$ cat src/rtl/bp_update_sched.sv
// Branch-predictor table write scheduler: buffers resolved-branch updates
// and sweeps the tables clear after reset or flush.
module bp_update_sched #(
    parameter int VLEN       = 64,
    parameter int NR_ENTRIES = 256,
    parameter int INDEX_LSB  = 1,
    parameter int FIFO_DEPTH = 4,
    parameter int CNT_W      = 16
) (
    input  logic                          clk_i,
    input  logic                          rst_i,
    input  logic                          flush_bp_i,
    input  logic                          debug_mode_i,
    input  logic                          upd_valid_i,
    input  logic [VLEN-1:0]               upd_pc_i,
    input  logic                          upd_taken_i,
    output logic                          upd_ready_o,
    input  logic                          rd_req_i,
    output logic                          wr_valid_o,
    output logic                          wr_clear_o,
    output logic [$clog2(NR_ENTRIES)-1:0] wr_index_o,
    output logic [VLEN-1:0]               wr_pc_o,
    output logic                          wr_taken_o,
    output logic                          busy_o,
    output logic [CNT_W-1:0]              drop_cnt_o
);

    localparam int IW = $clog2(NR_ENTRIES);
    localparam int PW = $clog2(FIFO_DEPTH);
    localparam int CW = PW + 1;
    localparam logic [CW-1:0] DEPTH_C  = CW'(FIFO_DEPTH);
    localparam logic [IW-1:0] LAST_IDX = IW'(NR_ENTRIES - 1);

    typedef enum logic {
        CLEAR,
        RUN
    } state_t;

    state_t            state;
    state_t            state_nxt;
    logic [IW-1:0]     clr_idx;
    logic [VLEN-1:0]   fifo_pc    [FIFO_DEPTH];
    logic              fifo_taken [FIFO_DEPTH];
    logic [PW-1:0]     rd_ptr;
    logic [PW-1:0]     wr_ptr;
    logic [CW-1:0]     count;
    logic [CNT_W-1:0]  drop_cnt;
    logic              ready;
    logic              pop;
    logic              push;
    logic              drop;

    always_comb begin
        state_nxt   = state;
        ready       = 1'b0;
        pop         = 1'b0;
        push        = 1'b0;
        drop        = 1'b0;
        wr_valid_o  = 1'b0;
        wr_clear_o  = 1'b0;
        wr_index_o  = fifo_pc[rd_ptr][INDEX_LSB +: IW];
        wr_pc_o     = fifo_pc[rd_ptr];
        wr_taken_o  = fifo_taken[rd_ptr];
        busy_o      = 1'b0;
        unique case (state)
            CLEAR: begin
                wr_valid_o = 1'b1;
                wr_clear_o = 1'b1;
                wr_index_o = clr_idx;
                wr_pc_o    = '0;
                wr_taken_o = 1'b0;
                busy_o     = 1'b1;
                if (clr_idx == LAST_IDX) state_nxt = RUN;
            end
            RUN: begin
                // Table reads from the frontend always win over queued updates
                pop        = (count != '0) && !rd_req_i;
                wr_valid_o = pop;
                ready      = (count < DEPTH_C) || pop;
                if (upd_valid_i && !debug_mode_i && !flush_bp_i) begin
                    push = ready;
                    drop = !ready;
                end
            end
            default: state_nxt = CLEAR;
        endcase
        if (flush_bp_i) state_nxt = CLEAR;
    end

    assign upd_ready_o = ready;
    assign drop_cnt_o  = drop_cnt;

    always_ff @(posedge clk_i) begin
        if (rst_i) begin
            state    <= CLEAR;
            clr_idx  <= '0;
            rd_ptr   <= '0;
            wr_ptr   <= '0;
            count    <= '0;
            drop_cnt <= '0;
        end else begin
            state <= state_nxt;
            if (flush_bp_i) begin
                clr_idx <= '0;
                rd_ptr  <= '0;
                wr_ptr  <= '0;
                count   <= '0;
            end else begin
                if (state == CLEAR) clr_idx <= clr_idx + 1'b1;
                if (push) wr_ptr <= wr_ptr + 1'b1;
                if (pop) rd_ptr <= rd_ptr + 1'b1;
                count <= count + CW'(push) - CW'(pop);
            end
            if (drop && drop_cnt != '1) drop_cnt <= drop_cnt + 1'b1;
        end
    end

    always_ff @(posedge clk_i) begin
        if (push) begin
            fifo_pc[wr_ptr]    <= upd_pc_i;
            fifo_taken[wr_ptr] <= upd_taken_i;
        end
    end

endmodule

$ cat config.mk
export PLATFORM = sky130hd
export DESIGN_NAME = bp_update_sched
export DESIGN_NICKNAME = d
export VERILOG_FILES = /design/src/rtl/bp_update_sched.sv
export SDC_FILE = /design/constraint.sdc
export NUM_CORES = 1
export LEC_CHECK = 0
export BUFFER_PORTS_ARGS = -buffer_cell sky130_fd_sc_hd__buf_2
export CAP_MARGIN = 15
export CORE_MARGIN = 2
export CORE_UTILIZATION = 39
export CTS_CLUSTER_DIAMETER = 50
export DETAILED_ROUTE_END_ITERATION = 8
export HOLD_SLACK_MARGIN = 0.15
export PLACE_DENSITY = 0.69
export SYNTH_ARGS = -nofsm -noshare
export SYNTH_HDL_FRONTEND = slang
export SYNTH_SLANG_ARGS = --single-unit
$ cat constraint.sdc
create_clock -name clk_i -period 5.9 [get_ports clk_i]
set_input_delay 0.59 -clock clk_i [delete_from_list [all_inputs] [get_ports clk_i]]
set_output_delay 0.59 -clock clk_i [all_outputs]
set_load 0.1 [all_outputs]
==> out/results.env <==
RUN_STATUS='complete, no violations'
AREAGROWTHSYNTHTOFINISH_PCT=21.97
FINCLKSKEW_NS=0.01483
GRT_MAX_DEGREE=66
CELLPOWERDENSITY_nW_PER_UM2=328.8
SETUP_SLACK_NS=2.191
SETUP_TNS_NS=0
CLOCK-ROOT-BUFFER='sky130_fd_sc_hd__clkbuf_16'
GRT_USE_TOTAL_PCT=15.46
WORSTPATHREQUIRED_NS=5.31
POSTCTS_RESIZE_CNT=0
CRIT_CHAIN='buf_4 > mux4_2 > and2_1 > buf_2'
CORE_REGION_AREA_SQ_UM=28940
WORSTPATHBUFFERINVERTERCOUNT=2
FRACTION_OF_POWER_CONSUMED_BY_THE_CLOCK_NETWORK_PCT=49.9
WORST_R2R_STARTPOINT='state'
CLOCK_SINKS=294
NUM-FILL-CELLS=2413
SWITCHING_SHARE_PCT=19.32
R2R_SLACK_NS=2.62
REGTOREGENDPOINT='count[2]'
LEAK_PWR_nW=4.914
CTSHOLDBUFFERS=0
CTS_BUFFER_DEPTH=3
GLOBALPLACE.CONGESTION=0.8219
CRITPATHCAPTURETYPE='output port'
CRITPATHMAXSTAGEDELAY_NS=1.03
GRT_ANTENNA_BEFORE_REPAIR=2
HOLD_DEPTH=1
DESIGN.DIE.AREA_SQ_UM=30940
ARRIVAL_NS=3.12
CTS-BUFFERS-INSERTED=37
FLIP_FLOP_AND_LATCH_COUNT_AFTER_SYNTHESIS=294
TIMING.SLEW.HEADROOM_PCT=29.07
SYN_AREA_SQ_UM=11520
LAYOUT-DRIVE-GT1-SHARE_PCT=37.42
SYNTHESIS.AREA_PER_INSTANCE_SQ_UM=18.71
CRITPATHMAXFANOUT=47
POWER.SEQUENTIAL.FRACTION_PCT=48.9
HOLD_VIOL=0
DIE_H_MICRONS=175.9
OVERFLOW=0
STDCELL_COUNT=1209
MAX-VDD-IR-DROP_uV=303.5
P_INT_mW=3.728
CLOCK_TREE_FROM_TRITONCTS='built'
CTS_POST_SETUP_BUFFERS_INSERTED=0
VIAS=6154
CLOCK.FMAX_MHz=269.6
TIMING.FINAL.MAX_SLEW_VIOLATIONS=0
CRITPATHTOPFAMILY='flip-flops'
PLACED_CELLS_INCL_TAPS=1140
NETLIST_INSTANCES=616
POST-ROUTE-DRC-COUNT=0
PLACEMENT_ROWS=62
TOP_LEVEL_PORTS=164
HOLDCRITSTARTPOINT='upd_pc_i[18]'
YOSYSWARNINGCOUNT=0
POWER.NET_SWITCHING_uW=892.7
FINAL_CORE_UTILIZATION_PCT=48.57
FIRST_PASS_ITERS=5
WORST_SKEW_PAIR.LATE_LATENCY_NS=0.51
SYNTH_SEQUENTIAL_AREA_RATIO_PCT=73.67
GRT_SETUP_UNREPAIRED='false'
CRIT_TYPE='reg2out'
WIRELENGTH_MM=23.65
PERIOD_NEEDED_NS=3.709
LAYOUT_WORST_PATH_CYCLE_SHARE_PCT=62.87
SETUP_VIOLATIONS=0
VIAS_IN_THE_FIRST_GLOBAL_ROUTE=6585
CP_SLOWEST_CELL='sky130_fd_sc_hd__dfxtp_4'
DRT_FIRST_ITER_VIOLATIONS=351
HPWL_MM=14.12
VIAS_PER_CELL=5.090
IO_BUFFER_COUNT=163
R2R.WORST_PATH.CELLS=11
DESIGN.FINAL.NETS=875
DIE_EXTENT_IN_X_MICRONS=175.9
HOLDPATHEND='fifo_pc[2][18]'
MIN_PATH_TYPE='in2reg'
ANTENNA_VIOLATING_NETS_POST_ROUTE=0
H-TREE-DEPTH=2
CRITPATHLAUNCHTYPE='flip-flop'
GRT_FIRST_PASS_WIRELENGTH_MM=36.58
MAXCAPVIOLCOUNT=0
CTS.REPORTEDPATHS.CLKPINSLEW_NS=0.06
SYN-NUM-NETS=696
ROUTE.DETAILED.WL_PER_INST_MICRONS=19.56
SYNTH.LIB_CELLS_USED.DISTINCT=44
P_COMB_SHARE_PCT=1.2
WORSTMARGINPINSLEW_NS=1.064
POST-PLACE-WS_NS=2.536
START_UTIL_PCT=39.82
how the worst max path moves through the flow:
stage,start,to,slack [ns],cells after the start
final,flip-flop,wr_pc_o[49],2.19,4
after global placement,state,count[2],2.61,11
after detailed placement,state,count[2],2.54,11
after floorplan,state,fifo_pc[0][0],1.49,3
after CTS,flip-flop,wr_pc_o[49],2.06,4
after global routing,flip-flop,wr_pc_o[49],1.92,4
registers in the layout, summed over array words and instances (netlist names), named ones only:
signal / count
wr_ptr: 2
rd_ptr: 2
fifo_pc: 256
state: 1
count: 3
drop_cnt_o: 16
fifo_taken: 4
clr_idx: 8
Yosys cell counts, drive strengths merged:
library cell | instances | area (sq um)
o21ai | 7 | 35.03
and4 | 3 | 26.28
xnor2 | 9 | 78.83
nand4 | 7 | 43.79
o211ai | 1 | 7.510
or3b | 2 | 17.52
nor3b | 2 | 15.01
o31ai | 5 | 37.54
nor2 | 21 | 78.83
a21oi | 14 | 70.07
nor4b | 2 | 17.52
nand3 | 6 | 30.03
mux4 | 65 | 1464
a211oi | 3 | 22.52
a31oi | 1 | 6.260
or3 | 4 | 25.02
xor2 | 2 | 17.52
a41oi | 1 | 8.760
edfxtp | 260 | 7807
ha | 8 | 100.1
fa | 1 | 20.02
and3 | 6 | 37.54
clkbuf | 23 | 87.58
a21boi | 1 | 7.510
nand4b | 1 | 8.760
nor4 | 2 | 12.51
nor3 | 8 | 40.04
buf | 7 | 36.28
and2 | 67 | 419.2
or4 | 7 | 53.80
mux2 | 2 | 22.52
nor2b | 4 | 25.02
a21o | 8 | 60.06
and3b | 1 | 8.760
nand2 | 6 | 22.52
mux2i | 1 | 10.01
inv | 11 | 41.29
or2 | 3 | 18.77
dfxtp | 34 | 680.7
worst reg2reg max path: stages (launching register included):
cell and delay [ns]:
sky130_fd_sc_hd__dfxtp_2 0.60, sky130_fd_sc_hd__buf_4 0.56, sky130_fd_sc_hd__inv_1 0.39, sky130_fd_sc_hd__nor3_1 0.39, sky130_fd_sc_hd__ha_1 0.29, sky130_fd_sc_hd__inv_1 0.06
sky130_fd_sc_hd__ha_1 0.12, sky130_fd_sc_hd__inv_1 0.04, sky130_fd_sc_hd__fa_1 0.37, sky130_fd_sc_hd__xor2_1 0.17, sky130_fd_sc_hd__xnor2_1 0.13, sky130_fd_sc_hd__nor2_1 0.05
cell type report:
class | instances | area (sq um) | area share (%)
diodes | 2 | 5.005 | 0.03561
multi-input cells | 281 | 2889 | 20.56
well taps | 384 | 480.5 | 3.419
clock inverters | 23 | 310.3 | 2.208
inverters | 11 | 41.29 | 0.2938
repair buffers | 170 | 868.3 | 6.179
flip-flops and latches | 294 | 8497 | 60.46
clock buffers | 44 | 962.2 | 6.847
cells in the final DEF (no fill, tap or decap), types with 6 or more instances in the layout:
| master | n |
|---|---|
| sky130_fd_sc_hd__a21o_1 | 8 |
| sky130_fd_sc_hd__a21oi_1 | 14 |
| sky130_fd_sc_hd__and2_1 | 67 |
| sky130_fd_sc_hd__buf_2 | 163 |
| sky130_fd_sc_hd__buf_4 | 7 |
| sky130_fd_sc_hd__bufinv_16 | 6 |
| sky130_fd_sc_hd__clkbuf_1 | 6 |
| sky130_fd_sc_hd__clkbuf_16 | 37 |
| sky130_fd_sc_hd__dfxtp_1 | 31 |
| sky130_fd_sc_hd__edfxtp_1 | 260 |
| sky130_fd_sc_hd__ha_1 | 8 |
| sky130_fd_sc_hd__inv_1 | 11 |
| sky130_fd_sc_hd__mux4_2 | 65 |
| sky130_fd_sc_hd__nand2_1 | 6 |
| sky130_fd_sc_hd__nand3_1 | 6 |
| sky130_fd_sc_hd__nand4_1 | 7 |
| sky130_fd_sc_hd__nor2_1 | 21 |
| sky130_fd_sc_hd__nor3_1 | 8 |
| sky130_fd_sc_hd__o21ai_0 | 7 |
| sky130_fd_sc_hd__or4_1 | 6 |
| sky130_fd_sc_hd__xnor2_1 | 9 |
kinds of logic (layout without fill, tap and decap cells):
kind of cell	count (synthesis)	in the layout	synth area share, %
XOR/XNOR	11	11	0.8362
adder cells (fa/ha/maj)	9	9	1.043
multiplexers	68	68	12.99
other	0	2	0
AO/OA/AOI/OAI	41	41	2.215
buffers and inverters	41	248	1.433
AND/OR/NAND/NOR	152	152	7.818
flip-flops	294	294	73.67
power groups by stage:
stage | clock (mW) | combinational (mW) | sequential, mW
finish | 2.30 | 0.0545 | 2.26
global route | 2.44 | 0.0605 | 2.26
detailed placement | 0 | 0.0547 | 2.31
CTS | 2.36 | 0.0546 | 2.26
global placement | 0 | 0.0511 | 2.31
floorplan | 0 | 0.0113 | 2.31
per-stage QoR:
stage               hold WS (ns)  cell area [sq um]  power [mW]
floorplan                 0.4670              11520       2.318
global placement          0.4857              12780       2.356
finish                    0.2945              14050       4.621
CTS                       0.2777              14050       4.675
global route              0.2812              14050       4.758
detailed placement        0.5000              12780       2.360
metal layers:
metal	routed length [microns]	vias up	global-route usage, %
met4	526	2	4.718
met1	9981	3106	20.18
li1	-	2819	-
met5	14	-	0
met3	1502	47	3.853
met2	11620	180	25.67
No activity file was read; power rests on OpenSTA's default activity.
